### src/rtl/core_pkg.sv
// Shared definitions for the multicycle RV64 core: widths, fetch FSM encoding
// and instruction constants.
package core_pkg;

  localparam int unsigned XLEN = 64;

  localparam int unsigned INST_BYTES = 4;

  localparam logic [31:0] NOP_INST = 32'h00000013;

  typedef enum logic [1:0] {
    FETCH = 2'd0,
    FULL  = 2'd1,
    DROP  = 2'd2
  } fetch_state_t;

endpackage

### src/rtl/instr_fetch_unit.sv
// Fetch stage: owns the PC, issues level req/ready fetches, latches the IR and
// discards any response still in flight when a redirect arrives.
module instr_fetch_unit
  import core_pkg::*;
#(
  parameter int unsigned     XLEN     = core_pkg::XLEN,
  parameter logic [XLEN-1:0] RESET_PC = '0
) (
  input  logic            clk,
  input  logic            reset,
  output logic            mem_req,
  output logic [XLEN-1:0] mem_addr,
  input  logic            mem_ready,
  input  logic [31:0]     mem_rdata,
  output logic [31:0]     inst,
  output logic [XLEN-1:0] inst_pc,
  output logic            inst_valid,
  input  logic            inst_ready,
  input  logic            redirect_valid,
  input  logic [XLEN-1:0] redirect_pc
);

  fetch_state_t    state_q, state_d;
  logic [XLEN-1:0] pc_q, pc_d;
  logic [XLEN-1:0] req_addr_q, req_addr_d;
  logic [31:0]     ir_q, ir_d;
  logic [XLEN-1:0] inst_pc_q, inst_pc_d;
  logic [XLEN-1:0] redirect_tgt;
  logic [XLEN-1:0] seq_pc;

  assign redirect_tgt = redirect_pc & ~XLEN'(3);
  assign seq_pc       = req_addr_q + XLEN'(INST_BYTES);

  always_ff @(posedge clk or posedge reset) begin
    if (reset) begin
      state_q <= FETCH;
    end else begin
      state_q <= state_d;
    end
  end

  always_ff @(posedge clk or posedge reset) begin
    if (reset) begin
      pc_q       <= RESET_PC;
      req_addr_q <= RESET_PC;
      ir_q       <= NOP_INST;
      inst_pc_q  <= '0;
    end else begin
      pc_q       <= pc_d;
      req_addr_q <= req_addr_d;
      ir_q       <= ir_d;
      inst_pc_q  <= inst_pc_d;
    end
  end

  // Redirect outranks the memory response, which outranks the decode handshake.
  always_comb begin
    state_d    = state_q;
    pc_d       = pc_q;
    req_addr_d = req_addr_q;
    ir_d       = ir_q;
    inst_pc_d  = inst_pc_q;
    unique case (state_q)
      FETCH: begin
        if (redirect_valid) begin
          pc_d = redirect_tgt;
          if (mem_ready) begin
            req_addr_d = redirect_tgt;
          end else begin
            state_d = DROP;
          end
        end else if (mem_ready) begin
          ir_d      = mem_rdata;
          inst_pc_d = req_addr_q;
          pc_d      = seq_pc;
          state_d   = FULL;
        end
      end
      FULL: begin
        if (redirect_valid) begin
          pc_d       = redirect_tgt;
          req_addr_d = redirect_tgt;
          state_d    = FETCH;
        end else if (inst_ready) begin
          req_addr_d = pc_q;
          state_d    = FETCH;
        end
      end
      DROP: begin
        // The old request stays on the bus until memory answers; a redirect in
        // the answering cycle still wins as the next fetch address.
        if (redirect_valid) begin
          pc_d = redirect_tgt;
        end
        if (mem_ready) begin
          req_addr_d = redirect_valid ? redirect_tgt : pc_q;
          state_d    = FETCH;
        end
      end
      default: begin
        state_d = FETCH;
      end
    endcase
  end

  always_comb begin
    mem_req    = 1'b0;
    inst_valid = 1'b0;
    unique case (state_q)
      FETCH:   mem_req    = 1'b1;
      DROP:    mem_req    = 1'b1;
      FULL:    inst_valid = 1'b1;
      default: mem_req    = 1'b0;
    endcase
  end

  assign mem_addr = req_addr_q;
  assign inst     = ir_q;
  assign inst_pc  = inst_pc_q;

endmodule

### config.mk
export PLATFORM = sky130hd
export DESIGN_NAME = instr_fetch_unit
export DESIGN_NICKNAME = d
export VERILOG_FILES = /design/src/rtl/core_pkg.sv /design/src/rtl/instr_fetch_unit.sv
export SDC_FILE = /design/constraint.sdc
export NUM_CORES = 1
export LEC_CHECK = 0
export CORE_MARGIN = 5
export CORE_UTILIZATION = 49
export CTS_CLUSTER_DIAMETER = 50
export CTS_CLUSTER_SIZE = 16
export DETAILED_ROUTE_END_ITERATION = 7
export PLACE_DENSITY = 0.88
export REMOVE_ABC_BUFFERS = 1
export SYNTH_ARGS = -nofsm -noshare
export SYNTH_HDL_FRONTEND = slang
export SYNTH_SLANG_ARGS = --single-unit
### constraint.sdc
create_clock -name clk -period 17.79 [get_ports clk]
set_input_delay 3.558 -clock clk [delete_from_list [all_inputs] [get_ports clk]]
set_output_delay 3.558 -clock clk [all_outputs]
set_load 0.01 [all_outputs]
==> impl_metrics.sql, run 1 <==
INSERT INTO impl_metrics (metric_group, metric, value, unit) VALUES
('power_and_ir_drop', 'ir_drop', '0.000144', 'V'),
('floorplanning', 'overall_die_width', '157', 'um'),
('finish', 'final_design_area_no_fill', '14200', 'um2'),
('sta', 'layout_min_cycle_time', '6.36', 'ns'),
('finish', 'drive_above_1_share', '14.2', '%'),
('clocking', 'clockBufferDepth', '3', ''),
('yosys', 'synth_seq_cells', '226', ''),
('worst_setup_path', 'worstPathArrival', '6.70', 'ns'),
('yosys', 'synth.most_common_cell', 'sky130_fd_sc_hd__dfrtp_1', ''),
('drt', 'post_drt_via_cell_ratio', '5.79', ''),
('drt', 'met3_wirelength', '2480', 'um'),
('yosys', 'syn_inst', '1024', ''),
('clocking', 'clockRootBuffer', 'sky130_fd_sc_hd__clkbuf_16', ''),
('sta', 'maxClockFrequency', '157', 'MHz'),
('yosys', 'synth_edf_count', '0', ''),
('worst_setup_path', 'critical_path_class', 'primary input to flip-flop', ''),
('clocking', 'clock_tree.htree_level_count', '1', ''),
('drt', 'drt_first_pass_iters', '5', ''),
('drt', 'route.detailed.wl_per_inst', '19.8', 'um'),
('sta', 'worst_pin_slew', '1.18', 'ns'),
('finish', 'antenna_cells', '0', ''),
('drt', 'initial_detailed_routing_violation_count', '651', ''),
('placed_design', 'gpl.final_weighted_congestion', '0.804', ''),
('clocking', 'cts_tree', 'yes', ''),
('global_routing', 'gr-total-overflow', '0', ''),
('drt', 'postRouteAntennaNets', '0', ''),
('finish', 'final_util', '67.3', '%'),
('placed_design', 'place_hpwl', '19700', 'um'),
('floorplanning', 'pin_count', '263', ''),
('floorplanning', 'area_of_the_core', '21100', 'um2'),
('power_and_ir_drop', 'switching_power', '1210', 'uW'),
('placed_design', 'post-place-ws', '11.00', 'ns'),
('floorplanning', 'die_y', '157', 'um'),
('yosys', 'yosys-top-cells-area', 'sky130_fd_sc_hd__dfrtp_1 53%, sky130_fd_sc_hd__mux2_2 9.5%, sky130_fd_sc_hd__nand2_1 5.8%, sky130_fd_sc_hd__a31oi_1 3.9%, sky130_fd_sc_hd__nor2_1 3.4%', ''),
('yosys', 'yosysWarningCount', '0', ''),
('global_routing', 'grt_usage', '24.5', '%'),
('power_and_ir_drop', 'leakage', '0.00568', 'uW'),
('power_and_ir_drop', 'clock_power_share', '18.6', '%'),
('sta', 'final-setup-viol-count', '0', ''),
('yosys', 'synth.distinct_cells', '47', ''),
('drt', 'route.top_layer_used', 'met4', ''),
('finish', 'design.final.nets', '1354', ''),
('clocking', 'worstSkewPairLatency', '0.52', 'ns'),
('yosys', 'synth.avg_cell_area', '10.3', 'um2'),
('worst_setup_path', 'required_time_of_the_critical_path', '18.13', 'ns'),
('drt', 'routed-via-count', '8932', ''),
('placed_design', 'quantity_of_i_o_buffers_inserted_on_ports', '260', ''),
('drt', 'drt_drc_violations_left', '0', ''),
('clocking', 'cts_inserted_buffers', '25', ''),
('worst_setup_path', 'timing.critical_path.fanout_max', '100', ''),
('sta', 'period_share', '35.7', '%'),
('global_routing', 'first_global_vias', '9100', ''),
('power_and_ir_drop', 'cell_int_power', '1800', 'uW'),
('worst_setup_path', 'r2r_setup_slack', '14.38', 'ns'),
('worst_hold_path', 'min_path_cells', '2', ''),
('finish', 'area_growth_from_synthesis_to_final_layout', '35.0', '%'),
('yosys', 'synth.top_cells.by_count', '223 x sky130_fd_sc_hd__dfrtp_1, 162 x sky130_fd_sc_hd__nand2_1, 94 x sky130_fd_sc_hd__nor2_1, 89 x sky130_fd_sc_hd__mux2_2, 66 x sky130_fd_sc_hd__a31oi_1', ''),
('yosys', 'synth-seq-area-share', '53.8', '%'),
('sta', 'skew', '0.0141', 'ns'),
('sta', 'setup_total_negative_slack', '0', 'ns'),
('sta', 'final-hold-violation-count', '0', ''),
('clocking', 'cts-hold-fix-buffers', '0', ''),
('flow_run', 'drv_cap', '0', ''),
('worst_setup_path', 'worstReg2RegEnd', 'mem_addr[46]$_DFFE_PP0P_', ''),
('worst_hold_path', 'hold_path.startpoint', 'pc_q[0]$_DFFE_PP0P_', ''),
('power_and_ir_drop', 'cellPowerDensity', '212', 'nW/um2'),
('yosys', 'ys_dominant_reg_cell', 'sky130_fd_sc_hd__dfrtp_1', ''),
('yosys', 'netlist.top_cell.by_area', 'sky130_fd_sc_hd__dfrtp_1', ''),
('clocking', 'worst_setup_hold_path_clk_slew', '0.07', 'ns'),
('status', 'status', 'complete, no violations', ''),
('worst_setup_path', 'worstReg2RegStart', 'state_q[0]$_DFFE_PP0P_', '');
[layout by cell type (no fill, tap or decap), drive strengths merged, types with 2 or more instances in the layout]
master         count
o21ai             51
a22oi             31
a22o               2
xnor2             34
ha                 4
nor2              94
a21oi             29
clkbuf            27
xor2              22
a211oi             3
clkdlybuf4s50    260
and3               8
nand4             25
clkinv             4
nand2b             2
buf               11
nand2            162
and4               4
nand3             21
clkinvlp           2
mux2              89
or2                2
inv               22
a31oi             66
dfrtp            223
and2               3
nor3              18
o22ai             27
dfstp              3
bufinv             4
nor4               7
[critical path, stage by stage]
cell and delay [ns]:
sky130_fd_sc_hd__clkdlybuf4s50_1 0.71, sky130_fd_sc_hd__o22ai_1 0.24, sky130_fd_sc_hd__a211oi_4 1.00, sky130_fd_sc_hd__buf_4 0.88, sky130_fd_sc_hd__a31oi_1 0.21
[through the flow]
stage | instances | power (uW)
floorplan | 951 | 1810
finish | 1543 | 3010
detailed placement | 1497 | 2450
global route | 1543 | 3210
CTS | 1543 | 3030
global placement | 1497 | 2380
[kinds of logic (layout without fill, tap and decap cells)]
group                    after synthesis  in the layout  share of synthesized area [%]
AND/OR/NAND/NOR                      351            351                           16.1
flip-flops                           226            226                           53.8
AO/OA/AOI/OAI                        212            212                           12.2
multiplexers                          89             89                           9.53
buffers and inverters                 86            330                           3.30
XOR/XNOR                              56             56                           4.66
adder cells (fa/ha/maj)                4              4                          0.476
[worst max path at each step]
| stage | from | to | slack (ns) | depth (start not counted) |
|---|---|---|---|---|
| floorplan | inst_ready | mem_addr[0]$_DFFE_PP0P_ | 6.59 | 4 |
| global placement | redirect_valid | mem_addr[61]$_DFFE_PP0P_ | 11.10 | 5 |
| detailed placement | redirect_valid | mem_addr[46]$_DFFE_PP0P_ | 11.00 | 5 |
| CTS | redirect_valid | mem_addr[38]$_DFFE_PP0P_ | 11.51 | 6 |
| global route | redirect_valid | mem_addr[23]$_DFFE_PP0P_ | 11.20 | 6 |
| finish | redirect_valid | mem_addr[46]$_DFFE_PP0P_ | 11.43 | 5 |
[sequential cells by signal, indices dropped and copies added (netlist names)]
| name | cells |
|---|---|
| inst_pc | 64 |
| mem_addr | 64 |
| pc_q | 64 |
| inst | 32 |
| state_q | 2 |
[layout make-up]
cell class / instances / area [um2]
well taps: 275 / 344
multi-input cells: 712 / 4550
clock buffers: 27 / 643
repair buffers: 271 / 2690
flip-flops and latches: 226 / 5660
fillers: 1502 / 6890
inverters: 13 / 56.3
clock inverters: 19 / 256
[layer usage]
layer	up-vias	GRT usage, %
met1	4411	31.8
met5	-	0
li1	4071	-
met3	53	5.25
met2	397	42.2
met4	0	6.28
[power by group through the flow]
| stage | Clock (uW) | Sequential [uW] | Combinational (uW) |
|---|---|---|---|
| floorplan | 0 | 1070 | 742 |
| global placement | 0 | 1020 | 1360 |
| detailed placement | 0 | 1040 | 1410 |
| CTS | 571 | 1030 | 1430 |
| global route | 596 | 1070 | 1540 |
| finish | 561 | 1040 | 1410 |
Note: power is estimated with default switching activity, not from simulation.
==> run 2: changes to the inputs <==
Settings changed: CORE_UTILIZATION 49 to 45, PLACE_DENSITY 0.88 to 0.85.
Clock period 17.79 ns to 5.5 ns, I/O delays scaled along.
==> impl_metrics.sql, run 2 (synthesized netlist as in run 1, its figures left out) <==
INSERT INTO impl_metrics (metric_group, metric, value, unit) VALUES
('global_routing', 'antenna_found_initial', '0', ''),
('global_routing', 'use_met2', '38.7', '%'),
('drt', 'totalWireLength', '30900', 'um'),
('clocking', 'worstSkewPairLatency', '0.54', 'ns'),
('placed_design', 'place_hpwl', '20600', 'um'),
('finish', 'multi_input_area', '4550', 'um2'),
('placed_design', 'gpl.final_weighted_congestion', '0.787', ''),
('worst_setup_path', 'setup.worst_path.end_class', 'flip-flop', ''),
('global_routing', 'global_route.usage.met1', '29.9', '%'),
('global_routing', 'grt_pass1_wl', '49300', 'um'),
('clocking', 'cts_tree', 'yes', ''),
('drt', 'drt_first_pass_iters', '5', ''),
('floorplanning', 'area_of_the_core', '23300', 'um2'),
('floorplanning', 'num_rows', '56', ''),
('drt', 'routed-via-count', '8904', ''),
('flow_run', 'drv_cap', '0', ''),
('global_routing', 'grt_usage', '22.8', '%'),
('drt', 'route.detailed.wl_per_inst', '19.4', 'um'),
('global_routing', 'highest_utilization_routing_layer_at_the_global_route_stage', 'met2', ''),
('power_and_ir_drop', 'cellPowerDensity', '685', 'nW/um2'),
('sta', 'maxClockFrequency', '288', 'MHz'),
('sta', 'max-slew-margin-rel', '41.9', '%'),
('placed_design', 'post-place-ws', '1.53', 'ns'),
('finish', 'final_design_area_no_fill', '14400', 'um2'),
('sta', 'final-setup-viol-count', '0', ''),
('drt', 'drt_drc_violations_left', '0', ''),
('sta', 'skew', '0.0123', 'ns'),
('worst_setup_path', 'worstPathArrival', '3.94', 'ns'),
('sta', 'period_share', '63.2', '%'),
('floorplanning', 'initial_core_util', '45.2', '%'),
('floorplanning', 'overall_die_width', '163', 'um'),
('sta', 'whs', '0.479', 'ns'),
('sta', 'layout_min_cycle_time', '3.47', 'ns'),
('drt', 'initial_detailed_routing_violation_count', '679', ''),
('clocking', 'clockRootBuffer', 'sky130_fd_sc_hd__clkbuf_16', ''),
('worst_setup_path', 'critical_path_class', 'primary input to flip-flop', ''),
('worst_setup_path', 'timing.critical_path.fanout_max', '20', ''),
('clocking', 'clock_tree.htree_level_count', '1', ''),
('clocking', 'worst_setup_hold_path_clk_slew', '0.07', 'ns'),
('clocking', 'cts_inserted_buffers', '27', ''),
('clocking', 'cts_setup_buffers', '0', ''),
('clocking', 'cts_resized', '0', ''),
('drt', 'post_drt_via_cell_ratio', '5.58', ''),
('placed_design', 'dpl_cell_area', '13400', 'um2'),
('floorplanning', 'die_y', '163', 'um'),
('sta', 'grt_setup_unrepaired', 'no', ''),
('floorplanning', 'die-area', '26500', 'um2'),
('finish', 'sequential_cell_area', '5660', 'um2'),
('global_routing', 'gr-total-overflow', '0', ''),
('finish', 'mostFrequentLayoutCell', 'sky130_fd_sc_hd__clkdlybuf4s50_1', ''),
('worst_hold_path', 'min-delay-path-class', 'flip-flop to flip-flop', ''),
('worst_setup_path', 'required_time_of_the_critical_path', '5.97', 'ns'),
('placed_design', 'quantity_of_i_o_buffers_inserted_on_ports', '260', ''),
('clocking', 'clock_sinks', '226', ''),
('global_routing', 'first_global_vias', '9328', ''),
('finish', 'n_fill_cell', '1856', ''),
('global_routing', 'grt_start_max_net_pins', '129', ''),
('worst_setup_path', 'cp-start-kind', 'primary input', ''),
('clocking', 'cts-hold-fix-buffers', '0', ''),
('sta', 'finalMaxSlewViolations', '0', ''),
('finish', 'final_cell_mix', '260 x sky130_fd_sc_hd__clkdlybuf4s50_1, 223 x sky130_fd_sc_hd__dfrtp_1, 161 x sky130_fd_sc_hd__nand2_1, 92 x sky130_fd_sc_hd__nor2_1, 89 x sky130_fd_sc_hd__mux2_2', ''),
('worst_setup_path', 'r2r_setup_slack', '2.52', 'ns'),
('global_routing', 'grt_util_met3', '4.63', '%'),
('finish', 'final_util', '61.7', '%'),
('finish', 'design.final.nets', '1360', ''),
('floorplanning', 'pin_count', '263', ''),
('power_and_ir_drop', 'leakage', '0.00572', 'uW'),
('finish', 'antenna_cells', '0', ''),
('sta', 'worst_pin_slew', '0.871', 'ns'),
('drt', 'postRouteAntennaNets', '0', ''),
('status', 'status', 'complete, no violations', ''),
('sta', 'postLayoutSetupSlackWorst', '2.03', 'ns'),
('finish', 'drive_above_1_share', '14.5', '%'),
('finish', 'area_growth_from_synthesis_to_final_layout', '36.5', '%'),
('clocking', 'clockBufferDepth', '3', ''),
('power_and_ir_drop', 'total_power', '9840', 'uW'),
('sta', 'final-hold-violation-count', '0', ''),
('power_and_ir_drop', 'ir_drop', '0.000602', 'V');
run 2: cell count changes in the layout (fill, tap and decap cells not counted), moves of 2 or more:
cell / before / now
sky130_fd_sc_hd__clkinv_4: 1 / 4
sky130_fd_sc_hd__clkbuf_16: 25 / 27
sky130_fd_sc_hd__inv_8: 4 / 2
sky130_fd_sc_hd__clkbuf_1: 1 / 4
sky130_fd_sc_hd__inv_6: 6 / 2
sky130_fd_sc_hd__clkinvlp_4: 2 / 4
sky130_fd_sc_hd__buf_4: 11 / 14
run 2: worst max-delay path: stages:
cell and delay [ns]:
sky130_fd_sc_hd__clkdlybuf4s50_1 0.60, sky130_fd_sc_hd__inv_1 0.54, sky130_fd_sc_hd__nand2_2 0.32, sky130_fd_sc_hd__nand2_1 0.71, sky130_fd_sc_hd__buf_4 0.40, sky130_fd_sc_hd__a22oi_1 0.14, sky130_fd_sc_hd__o21ai_1 0.11
run 2: stage by stage:
stage	TNS, ns	std cells
2_1_floorplan	-605.88	951
3_3_place_gp	0	1545
3_5_place_dp	0	1545
4_1_cts	0	1595
5_1_grt	0	1595
6_report	0	1595
run 2: layer usage:
layer | share of wire (%) | vias up
li1 | - | 4070
met1 | 41 | 4369
met2 | 49 | 407
met3 | 8.2 | 58
met4 | 2.3 | 0
met5 | 0 | -
run 2: final timing paths:
check,start,to,depth (start not counted)
max,redirect_valid,pc_q[63]$_DFFE_PP0P_,7
min,inst_pc[60]$_DFFE_PP0P_,inst_pc[60]$_DFFE_PP0P_,2
max reg2reg,state_q[0]$_DFFE_PP0P_,pc_q[63]$_DFFE_PP0P_,9
min reg2reg,inst_pc[60]$_DFFE_PP0P_,inst_pc[60]$_DFFE_PP0P_,2
max in group asynchronous,reset,pc_q[61]$_DFFE_PP0P_,3
min in group asynchronous,reset,inst[25]$_DFFE_PP0P_,2
run 2: area by class of cell:
cell class / instances / share of cell area [%]
clock buffer: 33 / 5.00
clock inverter: 17 / 1.67
multi-input combinational: 712 / 31.7
tap: 319 / 2.78
sequential: 226 / 39.4
inverter: 13 / 0.392
timing repair buffer: 275 / 19.0
run 2: power breakdown:
group	internal [uW]	total, uW	leakage [uW]	switching [uW]
combinational	2240	4600	0.00268	2370
sequential	2530	3350	0.00259	822
clock	1140	1880	0.000454	745
total	5900	9840	0.00572	3930
==> run 3: changes to the inputs <==
Settings changed: CORE_UTILIZATION 45 to 49, PLACE_DENSITY 0.85 to 0.88.
Clock period 5.5 ns to 3.3 ns, I/O delays scaled along.
==> impl_metrics.sql, run 3 (synthesized netlist as in run 1, its figures left out) <==
INSERT INTO impl_metrics (metric_group, metric, value, unit) VALUES
('global_routing', 'antenna_found_initial', '0', ''),
('clocking', 'clockBufferDepth', '3', ''),
('worst_setup_path', 'worst_path_largest_cell_delay', '0.49', 'ns'),
('drt', 'post_drt_via_cell_ratio', '5.69', ''),
('clocking', 'clock_tree.htree_level_count', '1', ''),
('floorplanning', 'die_y', '157', 'um'),
('floorplanning', 'num_rows', '53', ''),
('finish', 'n_fill_cell', '1545', ''),
('worst_setup_path', 'required_time_of_the_critical_path', '2.64', 'ns'),
('placed_design', 'gpl.final_weighted_congestion', '0.832', ''),
('sta', 'final-hold-violation-count', '0', ''),
('power_and_ir_drop', 'leakage', '0.00576', 'uW'),
('sta', 'setup_total_negative_slack', '0', 'ns'),
('sta', 'worst_pin_slew', '0.564', 'ns'),
('worst_setup_path', 'timing.critical_path.fanout_max', '8', ''),
('clocking', 'clock_sinks', '226', ''),
('clocking', 'cts_inserted_buffers', '25', ''),
('finish', 'final_design_area_no_fill', '14300', 'um2'),
('worst_setup_path', 'worst-path-buf-inv', '2', ''),
('finish', 'design.final.nets', '1372', ''),
('drt', 'postRouteAntennaNets', '0', ''),
('sta', 'max-slew-margin-rel', '62.1', '%'),
('sta', 'period_share', '85.1', '%'),
('worst_hold_path', 'hold_path.startpoint', 'inst_pc[13]$_DFFE_PP0P_', ''),
('finish', 'antenna_cells', '0', ''),
('global_routing', 'gr-total-overflow', '0', ''),
('placed_design', 'dpl_cell_area', '13500', 'um2'),
('power_and_ir_drop', 'cellPowerDensity', '1120', 'nW/um2'),
('power_and_ir_drop', 'total_power', '16100', 'uW'),
('drt', 'totalWireLength', '30000', 'um'),
('floorplanning', 'die-area', '24500', 'um2'),
('placed_design', 'post-place-ws', '0.529', 'ns'),
('clocking', 'clockRootBuffer', 'sky130_fd_sc_hd__clkbuf_16', ''),
('drt', 'initial_detailed_routing_violation_count', '607', ''),
('drt', 'route.detailed.wl_per_inst', '19.2', 'um'),
('worst_hold_path', 'min_path_cells', '2', ''),
('global_routing', 'first_global_vias', '9042', ''),
('worst_setup_path', 'critical_path_class', 'flip-flop to output pin', ''),
('floorplanning', 'initial_core_util', '49.9', '%'),
('worst_setup_path', 'critical_path.slowest_cell', 'sky130_fd_sc_hd__clkdlybuf4s50_1', ''),
('worst_setup_path', 'cp_top_family', 'buffers and inverters', ''),
('clocking', 'cts_setup_buffers', '0', ''),
('finish', 'mostFrequentLayoutCell', 'sky130_fd_sc_hd__clkdlybuf4s50_1', ''),
('clocking', 'cts-hold-fix-buffers', '0', ''),
('worst_setup_path', 'r2r_setup_slack', '0.68', 'ns'),
('worst_setup_path', 'worstPathArrival', '2.15', 'ns'),
('worst_hold_path', 'worst_hold_path.endpoint', 'inst_pc[13]$_DFFE_PP0P_', ''),
('worst_setup_path', 'worstReg2RegEnd', 'pc_q[52]$_DFFE_PP0P_', ''),
('global_routing', 'grt_pass1_wl', '47800', 'um'),
('sta', 'final-setup-viol-count', '0', ''),
('drt', 'drt_first_pass_iters', '5', ''),
('worst_setup_path', 'reg2reg_depth', '9', ''),
('clocking', 'worstSkewPairLatency', '0.52', 'ns'),
('clocking', 'cts_tree', 'yes', ''),
('flow_run', 'drv_cap', '0', ''),
('clocking', 'worst_setup_hold_path_clk_slew', '0.06', 'ns'),
('global_routing', 'grt_start_max_net_pins', '101', ''),
('power_and_ir_drop', 'ir_drop', '0.00109', 'V'),
('sta', 'finalMaxSlewViolations', '0', ''),
('worst_setup_path', 'setup.worst_path.end_class', 'output pin', ''),
('worst_setup_path', 'worstReg2RegStart', 'state_q[0]$_DFFE_PP0P_', ''),
('sta', 'layout_min_cycle_time', '2.81', 'ns'),
('finish', 'final_cell_mix', '260 x sky130_fd_sc_hd__clkdlybuf4s50_1, 223 x sky130_fd_sc_hd__dfrtp_1, 161 x sky130_fd_sc_hd__nand2_1, 92 x sky130_fd_sc_hd__nor2_1, 89 x sky130_fd_sc_hd__mux2_2', ''),
('floorplanning', 'pin_count', '263', ''),
('finish', 'drive_above_1_share', '15.3', '%'),
('clocking', 'cts_resized', '0', ''),
('finish', 'area_growth_from_synthesis_to_final_layout', '36.1', '%'),
('floorplanning', 'area_of_the_core', '21100', 'um2'),
('placed_design', 'quantity_of_i_o_buffers_inserted_on_ports', '260', ''),
('worst_hold_path', 'min-delay-path-class', 'flip-flop to flip-flop', ''),
('floorplanning', 'overall_die_width', '157', 'um'),
('sta', 'maxClockFrequency', '356', 'MHz'),
('sta', 'grt_setup_unrepaired', 'no', ''),
('global_routing', 'grt_usage', '23.9', '%'),
('status', 'status', 'complete, no violations', ''),
('drt', 'drt_drc_violations_left', '0', ''),
('drt', 'routed-via-count', '8869', ''),
('sta', 'skew', '0.0207', 'ns'),
('worst_setup_path', 'cp-start-kind', 'flip-flop', ''),
('worst_setup_path', 'crit_chain', 'inv_1, ha_1, or2_2, clkdlybuf4s50_1', ''),
('placed_design', 'place_hpwl', '20500', 'um'),
('sta', 'postLayoutSetupSlackWorst', '0.492', 'ns');
[run 3: stage by stage]
stage	utilization [%]	hold slack, ns	std cells
floorplan	-	0.449	951
global placement	64.0	0.462	1515
detailed placement	64.0	0.471	1515
CTS	67.9	0.486	1559
global route	67.9	0.510	1559
finish	67.9	0.488	1559
[run 3: worst max-delay path by stage]
| stage | cells past startpoint | slack [ns] | from | endpoint |
|---|---|---|---|---|
| 3_5_place_dp | 8 | 0.53 | redirect_valid | pc_q[52]$_DFFE_PP0P_ |
| 5_1_grt | 4 | 0.37 | state_q[1]$_DFFE_PP0P_ | mem_req |
| 4_1_cts | 4 | 0.46 | state_q[0]$_DFFE_PP0P_ | mem_req |
| 2_1_floorplan | 4 | -5.00 | inst_ready | mem_addr[0]$_DFFE_PP0P_ |
| 6_report | 4 | 0.49 | state_q[0]$_DFFE_PP0P_ | mem_req |
| 3_3_place_gp | 8 | 0.55 | redirect_valid | pc_q[52]$_DFFE_PP0P_ |
[run 3: routing by layer]
layer	track usage (%)	part of all wire, %
met5	0	0
met3	4.59	7.9
met2	40.6	49
met4	6.74	2.4
met1	31.5	41
[run 3: final cells by class]
cell class / count / area [um2] / area share, %
inverters: 13 / 56.3 / 0.393
multi-input cells: 712 / 4550 / 31.8
well taps: 275 / 344 / 2.40
clock inverters: 15 / 153 / 1.07
repair buffers: 289 / 2880 / 20.1
clock buffers: 29 / 671 / 4.68
flip-flops and latches: 226 / 5660 / 39.5
[run 3: tightest hold or removal path: cells and delay by family (launching register included)]
family           cells  cell delay, ns
flip-flops           1            0.35
AO/OA/AOI/OAI        1            0.06
AND/OR/NAND/NOR      1            0.05
[run 3: power breakdown]
group          switching, uW  internal, uW
Combinational           3890          3830
Clock                   1210          1570
Sequential              1350          4210
Total                   6440          9610
